===== config.mk =====
export PLATFORM = sky130hd
export DESIGN_NAME = input_sequencer
export DESIGN_NICKNAME = d
export VERILOG_FILES = /design/src/rtl/io_pkg.sv /design/src/rtl/button_debouncer.sv /design/src/rtl/input_sequencer.sv
export SDC_FILE = /design/constraint.sdc
export NUM_CORES = 1
export LEC_CHECK = 0
export CORE_MARGIN = 1.5
export CORE_UTILIZATION = 37
export DETAILED_ROUTE_END_ITERATION = 10
export PLACE_DENSITY = 0.64
export SKIP_LAST_GASP = 1
export SLEW_MARGIN = 30
export SYNTH_ARGS = -nofsm -noshare
export SYNTH_HDL_FRONTEND = slang
export SYNTH_HIERARCHICAL = 1
export SYNTH_SLANG_ARGS = --single-unit

===== constraint.sdc =====
create_clock -name clk -period 6.34 [get_ports clk]
set_clock_uncertainty 0.2 [all_clocks]
set_input_delay 1.268 -clock clk [delete_from_list [all_inputs] [get_ports clk]]
set_output_delay 1.268 -clock clk [all_outputs]
set_load 0.02 [all_outputs]

===== src/rtl/io_pkg.sv =====
// Shared encodings and default sizes for the board input front end.
package io_pkg;

  typedef enum logic [1:0] {
    DB_WAIT_RELEASE = 2'd0,
    DB_IDLE         = 2'd1,
    DB_ARMING       = 2'd2,
    DB_PRESSED      = 2'd3
  } db_state_e;

  localparam int DEF_DATA_W          = 4;
  localparam int DEF_DEPTH           = 4;
  localparam int DEF_DEBOUNCE_CYCLES = 16;

endpackage


===== src/rtl/button_debouncer.sv =====
// Two-flop synchroniser plus press debouncer; emits a registered one-cycle pulse per clean press.
//   state        | meaning
//   WAIT_RELEASE | button must read 0 for CYCLES samples before a new press is accepted
//   IDLE         | released and stable, waiting for a rising level
//   ARMING       | counting consecutive high samples
//   PRESSED      | press accepted, pulse issued this cycle
module button_debouncer
  import io_pkg::*;
#(
  parameter int CYCLES = DEF_DEBOUNCE_CYCLES
) (
  input  logic clk_i,
  input  logic rst_n_i,
  input  logic btn_i,
  output logic press_o
);

  localparam int CW = $clog2(CYCLES + 1);
  localparam logic [CW-1:0] CNT_MAX = CW'(CYCLES);
  localparam logic [CW-1:0] CNT_REL = CW'(CYCLES - 1);
  localparam logic [CW-1:0] CNT_ONE = CW'(1);

  logic          sync1_q, sync2_q;
  db_state_e     state_q, state_d;
  logic [CW-1:0] cnt_q, cnt_d;
  logic          press_q, press_d;

  always_ff @(posedge clk_i) begin
    if (!rst_n_i) begin
      sync1_q <= 1'b0;
      sync2_q <= 1'b0;
      state_q <= DB_WAIT_RELEASE;
      cnt_q   <= '0;
      press_q <= 1'b0;
    end else begin
      sync1_q <= btn_i;
      sync2_q <= sync1_q;
      state_q <= state_d;
      cnt_q   <= cnt_d;
      press_q <= press_d;
    end
  end

  always_comb begin
    state_d = state_q;
    cnt_d   = cnt_q;
    press_d = 1'b0;
    case (state_q)
      DB_WAIT_RELEASE: begin
        if (sync2_q) begin
          cnt_d = '0;
        end else if (cnt_q == CNT_REL) begin
          state_d = DB_IDLE;
          cnt_d   = '0;
        end else begin
          cnt_d = cnt_q + 1'b1;
        end
      end
      DB_IDLE: begin
        if (sync2_q) begin
          state_d = DB_ARMING;
          cnt_d   = CNT_ONE;
        end
      end
      DB_ARMING: begin
        if (!sync2_q) begin
          state_d = DB_IDLE;
          cnt_d   = '0;
        end else if (cnt_q == CNT_MAX) begin
          state_d = DB_PRESSED;
          cnt_d   = '0;
          press_d = 1'b1;
        end else begin
          cnt_d = cnt_q + 1'b1;
        end
      end
      DB_PRESSED: begin
        state_d = DB_WAIT_RELEASE;
        cnt_d   = '0;
      end
      default: begin
        state_d = DB_WAIT_RELEASE;
        cnt_d   = '0;
      end
    endcase
  end

  assign press_o = press_q;

endmodule


===== src/rtl/input_sequencer.sv =====
// Board input front end: debounced buttons, switch sampling into a small FIFO, show-result flag.
module input_sequencer
  import io_pkg::*;
#(
  parameter int DATA_W          = DEF_DATA_W,
  parameter int DEPTH           = DEF_DEPTH,
  parameter int DEBOUNCE_CYCLES = DEF_DEBOUNCE_CYCLES
) (
  input  logic                      clk,
  input  logic                      rst_n,
  input  logic [DATA_W-1:0]         input_signal,
  input  logic                      input_number_select,
  input  logic                      output_number_select,
  output logic                      in_valid,
  output logic [DATA_W-1:0]         in_data,
  input  logic                      in_ready,
  output logic [$clog2(DEPTH):0]    fifo_count,
  output logic                      overflow,
  input  logic                      ovf_clr,
  output logic                      show_computation_result,
  input  logic                      show_clr
);

  localparam int AW = $clog2(DEPTH);
  localparam int CW = AW + 1;
  localparam logic [CW-1:0] FULL_CNT = CW'(DEPTH);

  logic              in_press, out_press;
  logic [DATA_W-1:0] sig_sync1_q, sig_sync2_q;
  logic [DATA_W-1:0] mem_q [DEPTH];
  logic [AW-1:0]     wr_ptr_q, rd_ptr_q;
  logic [CW-1:0]     count_q, count_d;
  logic              overflow_q, show_q;
  logic              full, pop, do_push, drop;

  button_debouncer #(.CYCLES(DEBOUNCE_CYCLES)) u_in_db (
    .clk_i   (clk),
    .rst_n_i (rst_n),
    .btn_i   (input_number_select),
    .press_o (in_press)
  );

  button_debouncer #(.CYCLES(DEBOUNCE_CYCLES)) u_out_db (
    .clk_i   (clk),
    .rst_n_i (rst_n),
    .btn_i   (output_number_select),
    .press_o (out_press)
  );

  // A pop frees the slot in the same cycle, so a push into a full FIFO is legal alongside it.
  assign full    = (count_q == FULL_CNT);
  assign pop     = in_valid && in_ready;
  assign do_push = in_press && (!full || pop);
  assign drop    = in_press && full && !pop;

  always_comb begin
    count_d = count_q;
    case ({do_push, pop})
      2'b10:   count_d = count_q + 1'b1;
      2'b01:   count_d = count_q - 1'b1;
      default: count_d = count_q;
    endcase
  end

  always_ff @(posedge clk) begin
    if (!rst_n) begin
      sig_sync1_q <= '0;
      sig_sync2_q <= '0;
      wr_ptr_q    <= '0;
      rd_ptr_q    <= '0;
      count_q     <= '0;
      overflow_q  <= 1'b0;
      show_q      <= 1'b0;
    end else begin
      sig_sync1_q <= input_signal;
      sig_sync2_q <= sig_sync1_q;
      count_q     <= count_d;
      if (do_push) wr_ptr_q <= wr_ptr_q + 1'b1;
      if (pop)     rd_ptr_q <= rd_ptr_q + 1'b1;
      if (drop)         overflow_q <= 1'b1;
      else if (ovf_clr) overflow_q <= 1'b0;
      if (out_press)     show_q <= 1'b1;
      else if (show_clr) show_q <= 1'b0;
    end
  end

  always_ff @(posedge clk) begin
    if (do_push) mem_q[wr_ptr_q] <= sig_sync2_q;
  end

  assign in_valid                = (count_q != '0);
  assign in_data                 = in_valid ? mem_q[rd_ptr_q] : '0;
  assign fifo_count              = count_q;
  assign overflow                = overflow_q;
  assign show_computation_result = show_q;

endmodule

==> flow_metrics.env <==
export IMPL_synth_adder_area_share_pct=7.20
export IMPL_clock_sinks=55
export IMPL_placedCellCount=317
export IMPL_crit_fanout=4
export IMPL_grt_total_usage_pct=11.3
export IMPL_drt_wl_total_um=3720
export IMPL_final_layout_size_suffix_gt1_share_pct=10.2
export IMPL_total_power_uw=631
export IMPL_cts_tree="done"
export IMPL_cts_hold_buf=0
export IMPL_synth_top_cells_by_area="dfxtp_1 31%, edfxtp_1 19%, ha_1 6.4%"
export IMPL_drv_cap=0
export IMPL_grt_pass1_wl_um=6570
export IMPL_area_growth_syn_to_layout_pct=13.7
export IMPL_syn_num_nets=250
export IMPL_crit_path_start_kind="flip-flop"
export IMPL_synthFlopType="dfxtp_1"
export IMPL_synth_edf_count=16
export IMPL_period_minus_slack_ns=3.49
export IMPL_syn_inst=225
export IMPL_fp_dieH_um=85.8
export IMPL_finalNetCount=269
export IMPL_synth_xor_area_share_pct=1.38
export IMPL_yosysSeqAreaShare_pct=49.7
export IMPL_gp_congestion=0.786
export IMPL_first_pass_iters=4
export IMPL_grt_pass1_vias=1500
export IMPL_holdCritPathClass="reg2reg"
export IMPL_fillers=637
export IMPL_period_share_pct=55.1
export IMPL_htree_num_levels=2
export IMPL_netlist_area_leader_share_pct=30.8
export IMPL_routed_via_density=4.82
export IMPL_cp_required_ns=4.87
export IMPL_fin_cells=325
export IMPL_diodes=0
export IMPL_antenna_found_initial=0
export IMPL_path_class="reg2out"
export IMPL_numCtsBuffers=5
export IMPL_path_clk_slew_ns=0.09
export IMPL_final_cell_mix="39 x dfxtp_1, 20 x clkdlybuf4s50_1, 19 x inv_1, 18 x and2_1, 16 x edfxtp_1"
export IMPL_die_area_um2=7370
export IMPL_synth_area_per_cell_um2=11.3
export IMPL_clock_path_buffers=2
export IMPL_syn_area_um2=2540
export IMPL_rsz0062_at_grt="no"
export IMPL_core_area_um2=6720
export IMPL_status="complete, no violations"
export IMPL_yosys_area_share_simple_pct=21.2
export IMPL_ys_ff_latch=55
export IMPL_io_pins=21
export IMPL_worst_ir_drop_vdd_mv=0.0847
export IMPL_fp_row_count=30
export IMPL_p_leak_nw=1.08
export IMPL_place_hpwl_um=2710
export IMPL_yosys_mux_area_fraction_pct=5.37
export IMPL_critPathCaptureType="primary output"
export IMPL_setup_violations=0
export IMPL_hold_violations=0
export IMPL_clk_latency_ns=0.30
export IMPL_synth_top_family_by_area="simple AND/OR/NAND/NOR gates"
export IMPL_final_common_cell="dfxtp_1"
export IMPL_ys_types=43
export IMPL_slew_headroom_pct=66.8
export IMPL_cts_root_buf="clkbuf_8"
export IMPL_drcViolationCount=0
export IMPL_crit_arrival_ns=2.03
export IMPL_synthArstFlopShare_pct=0
export IMPL_overflow=0
export IMPL_clock_fmax_ghz=0.286
export IMPL_die_w_um=85.8
export IMPL_fin_tns_setup_ns=0
export IMPL_synth_compound_area_share_pct=9.46
export IMPL_maxSlewViolCount=0
export IMPL_post_cts_resized=0
export IMPL_drt_initial_drc_count=45
export IMPL_initial_core_util_pct=37.8
export IMPL_postCtsSetupBuffers=0
export IMPL_p_per_area_nw_per_um2=219
export IMPL_routed_via_count=1566
export IMPL_routedWlPerCell_um=11.4
export IMPL_synth_warnings=6
export IMPL_tightest_slew_ns=0.491
export IMPL_yosysTopAreaCell="dfxtp_1"
export IMPL_grt_max_degree=37
export IMPL_io_buffers=20
export IMPL_antenna_left=0
[critical path, cell delays in order, from the launching register on]
cell             delay, ns
dfxtp_1               0.47
mux4_1                0.57
and2b_1               0.16
clkdlybuf4s50_1       0.52
[layer usage]
layer  vias up  routed length [um]  GRT usage, %
li1        822                   -             -
met1       722                1680          13.3
met2        20                1900          19.7
met3         2                 108          3.27
met4         0                  34          3.96
met5         -                   0             0
[flip-flops by register name, summed over array words and instances, names as in the netlist, 3 cells and up, named ones only]
register / count
u_in_db/cnt_q: 5
mem_q: 16
u_out_db/cnt_q: 5
sig_sync2_q: 4
fifo_count: 3
sig_sync1_q: 4
[path summary, 6_finish.rpt]
kind	startpoint	slack, ns	end	cells past startpoint
min	u_out_db/sync1_q$_SDFF_PN0_	0.24	u_out_db/sync2_q$_SDFF_PN0_	1
min reg2reg	u_out_db/sync1_q$_SDFF_PN0_	0.24	u_out_db/sync2_q$_SDFF_PN0_	1
max reg2reg	fifo_count[0]$_SDFFE_PN0P_	3.87	fifo_count[2]$_SDFFE_PN0P_	9
max	flip-flop	2.85	in_data[3]	3
[per-stage QoR]
step | area (um2) | util, % | hold WS (ns) | setup WS [ns]
finish | 2890 | 42.9 | 0.245 | 2.85
global route | 2890 | 42.9 | 0.271 | 2.70
CTS | 2890 | 42.9 | 0.242 | 2.81
detailed placement | 2770 | 41.3 | 0.218 | 2.55
global placement | 2770 | 41.3 | 0.215 | 2.62
floorplan | 2540 | - | 0.212 | 3.15
[layout make-up]
class / instances / area [um2] / share of cell area (%)
clock buffer: 6 / 72.6 / 2.52
clock inverter: 2 / 38.8 / 1.34
inverter: 19 / 71.3 / 2.47
multi-input combinational: 142 / 1130 / 39.3
sequential: 55 / 1260 / 43.7
tap: 80 / 100 / 3.47
timing repair buffer: 21 / 208 / 7.20
[cell usage after synthesis, types with 2 or more instances]
master and n:
a21oi_1 11, a221oi_2 2, a2bb2oi_1 2, and2_1 18, and2b_1 2, and3_2 2
buf_4 2, buf_6 4, clkbuf_1 2, dfxtp_1 39, edfxtp_1 16, ha_1 13
inv_1 19, mux2_2 2, mux2i_1 2, mux4_2 3, nand2_1 11, nand2b_1 2
nand3_1 4, nand3b_4 2, nand4b_1 4, nor2_1 4, nor2b_1 7, nor3_1 2
nor3b_1 2, nor3b_2 2, nor4bb_1 2, o211ai_1 2, o21a_1 3, o21ai_0 13
o21ba_2 2, or3_1 10, or4b_1 2, xor2_1 3
[power by group]
part | internal [mW] | leakage [nW] | switching, mW | total [mW]
sequential | 0.367 | 0.443 | 0.00656 | 0.374
combinational | 0.0166 | 0.583 | 0.0112 | 0.0277
clock | 0.119 | 0.0558 | 0.110 | 0.229
total | 0.503 | 1.08 | 0.128 | 0.631
[logic make-up (layout without fill, tap and decap cells)]
kind of cell    count (synthesis)  count (layout)
compound gates                 37              37
xor+xnor                        4               4
fa+ha+maj                      14              14
buf+inv                        28              48
flops                          55              55
mux                             8               8
simple gates                   79              79
Power figures use the tool's default switching activity.
==> variant: new RTL, same flow settings <==
`DEF_DEBOUNCE_CYCLES`: 16 -> 32.
--- a/src/rtl/io_pkg.sv
+++ b/src/rtl/io_pkg.sv
@@ -12,3 +12,3 @@
   localparam int DEF_DEPTH           = 4;
-  localparam int DEF_DEBOUNCE_CYCLES = 16;
+  localparam int DEF_DEBOUNCE_CYCLES = 32;
 
Check against the original RTL: same outputs for any inputs over 10 cycles, from zero or initial values and one cycle with rst_n low; that may be too few to reach the edited logic, so the function may still have changed.
==> variant against the original RTL <==
- total power up 27%
- setup slack got worse by 0.063 ns
- critical path depth unchanged
- area after synthesis rose by 1.4%
- hold slack got worse by 0.0058 ns
- design area up 5.8%
- wire length increased by 20%
- sequential cell count grew 2
- largest cell class unchanged
- largest power group unchanged
==> variant: results (changes against the original RTL) <==
| Metric | Value |
|---|---|
| Worst R2R End | fifo_count[2] |
| Pin count of the biggest net entering global routing | 31 (-16%) |
| Leak Pwr | 1.042 nW (-3.6%) |
| Routability cong. | 0.8415 (+7.1%) |
| Clock transition at path regs | 0.07 ns (-0.02 ns) |
| Clock tree buffer depth | 2 (unchanged) |
| Vias in the first global route | 1563 (+4.2%) |
| Slowest stage delay, CP | 0.59 ns (+0.02 ns) |
| Global-route wire length before repair | 7217 µm (+9.9%) |
| Final HPWL from detailed placement | 3090 µm (+14%) |
| Fill cells | 638 (+0.16%) |
| Drt drc | 0 (unchanged) |
| Final nets | 274 (+1.9%) |
| Commonest cells post-synth | dfxtp_1 (41), and2_1 (18), inv_1 (17), o21ai_0 (17), edfxtp_1 (16) |
| R2R setup slack | 3.92 ns (+0.05 ns) |
| TritonCTS Buffers | 9 (+4) |
| Clock latency on the worst-skew pair | 0.34 ns (+0.04 ns) |
| Sequential fraction of the synthesis area | 50.56% (+0.88 points) |
| Status | finished, final reports clean |
| Max IR drop VDD | 0.1186 mV (+40%) |
| WL per Instance | 13.22 µm (+16%) |
| # H-tree levels | 3 (+1) |
| Slew HR | 67.74% (+0.91 points) |
| Fraction of layout cells with a size suffix above 1 | 13.95% (+3.7 points) |
| CP Data Arrival Time | 2.09 ns (+0.06 ns) |
| GRT Total Usage | 12.91% (+1.6 points) |
| Top flop regs | mem_q (16), u_in_db/cnt_q (6), u_out_db/cnt_q (6) |
| Vias per inst | 5.225 (+8.4%) |
| Drt initial violations | 60 (+33%) |
| Hold_ws | 0.2387 ns (-0.005815 ns) |
variant: final cells by class:
class | count | area share (%)
clock buffers | 9 | 4.059
clock inverters | 7 | 3.403
inverters | 17 | 2.091
multi-input cells | 148 | 38.13
flip-flops and latches | 57 | 42.64
well taps | 80 | 3.280
repair buffers | 20 | 6.396
variant: worst min-delay path by stage:
stage | start | end | cells after the start
floorplan | u_in_db/sync1_q | u_in_db/sync2_q | 1
global placement | u_in_db/sync1_q | u_in_db/sync2_q | 1
detailed placement | sig_sync1_q[1] | sig_sync2_q[1] | 1
CTS | sig_sync1_q[1] | sig_sync2_q[1] | 1
global route | u_out_db/press_o | show_computation_result | 1
finish | sig_sync1_q[2] | sig_sync2_q[2] | 1
variant: stage by stage:
| stage | utilization [%] | setup WS [ns] | area (µm²) | instances |
|---|---|---|---|---|
| final | 45.17 | 2.783 | 3052 | 338 |
| after floorplan | - | 3.152 | 2574 | 229 |
| after global routing | 45.17 | 2.684 | 3052 | 338 |
| after detailed placement | 41.87 | 2.584 | 2829 | 322 |
| after CTS | 45.24 | 2.758 | 3057 | 338 |
| after global placement | 41.87 | 2.624 | 2829 | 322 |
variant: report_power, final:
| group | switching [mW] | internal, mW | total [mW] |
|---|---|---|---|
| sequential | 0.00617 | 0.380 | 0.386 |
| combinational | 0.0161 | 0.0178 | 0.0339 |
| clock | 0.158 | 0.225 | 0.382 |
| total | 0.180 | 0.622 | 0.802 |
variant: layer usage:
metal / wire [µm] / GRT usage, % / vias to the layer above
met3: 181 / 4.381 / 11
met2: 2176 / 20.60 / 39
li1: - / - / 888
met5: 0 / 0 / -
met1: 1985 / 14.96 / 828
met4: 123 / 7.918 / 0
variant: cells by family after synthesis:
logic type,count (synthesis),share of synthesized area [%]
compound gates,51,14.00
simple gates,77,20.08
mux,8,5.299
flops,57,50.56
buf+inv,24,4.229
xor+xnor,2,0.6807
fa+ha+maj,10,5.153
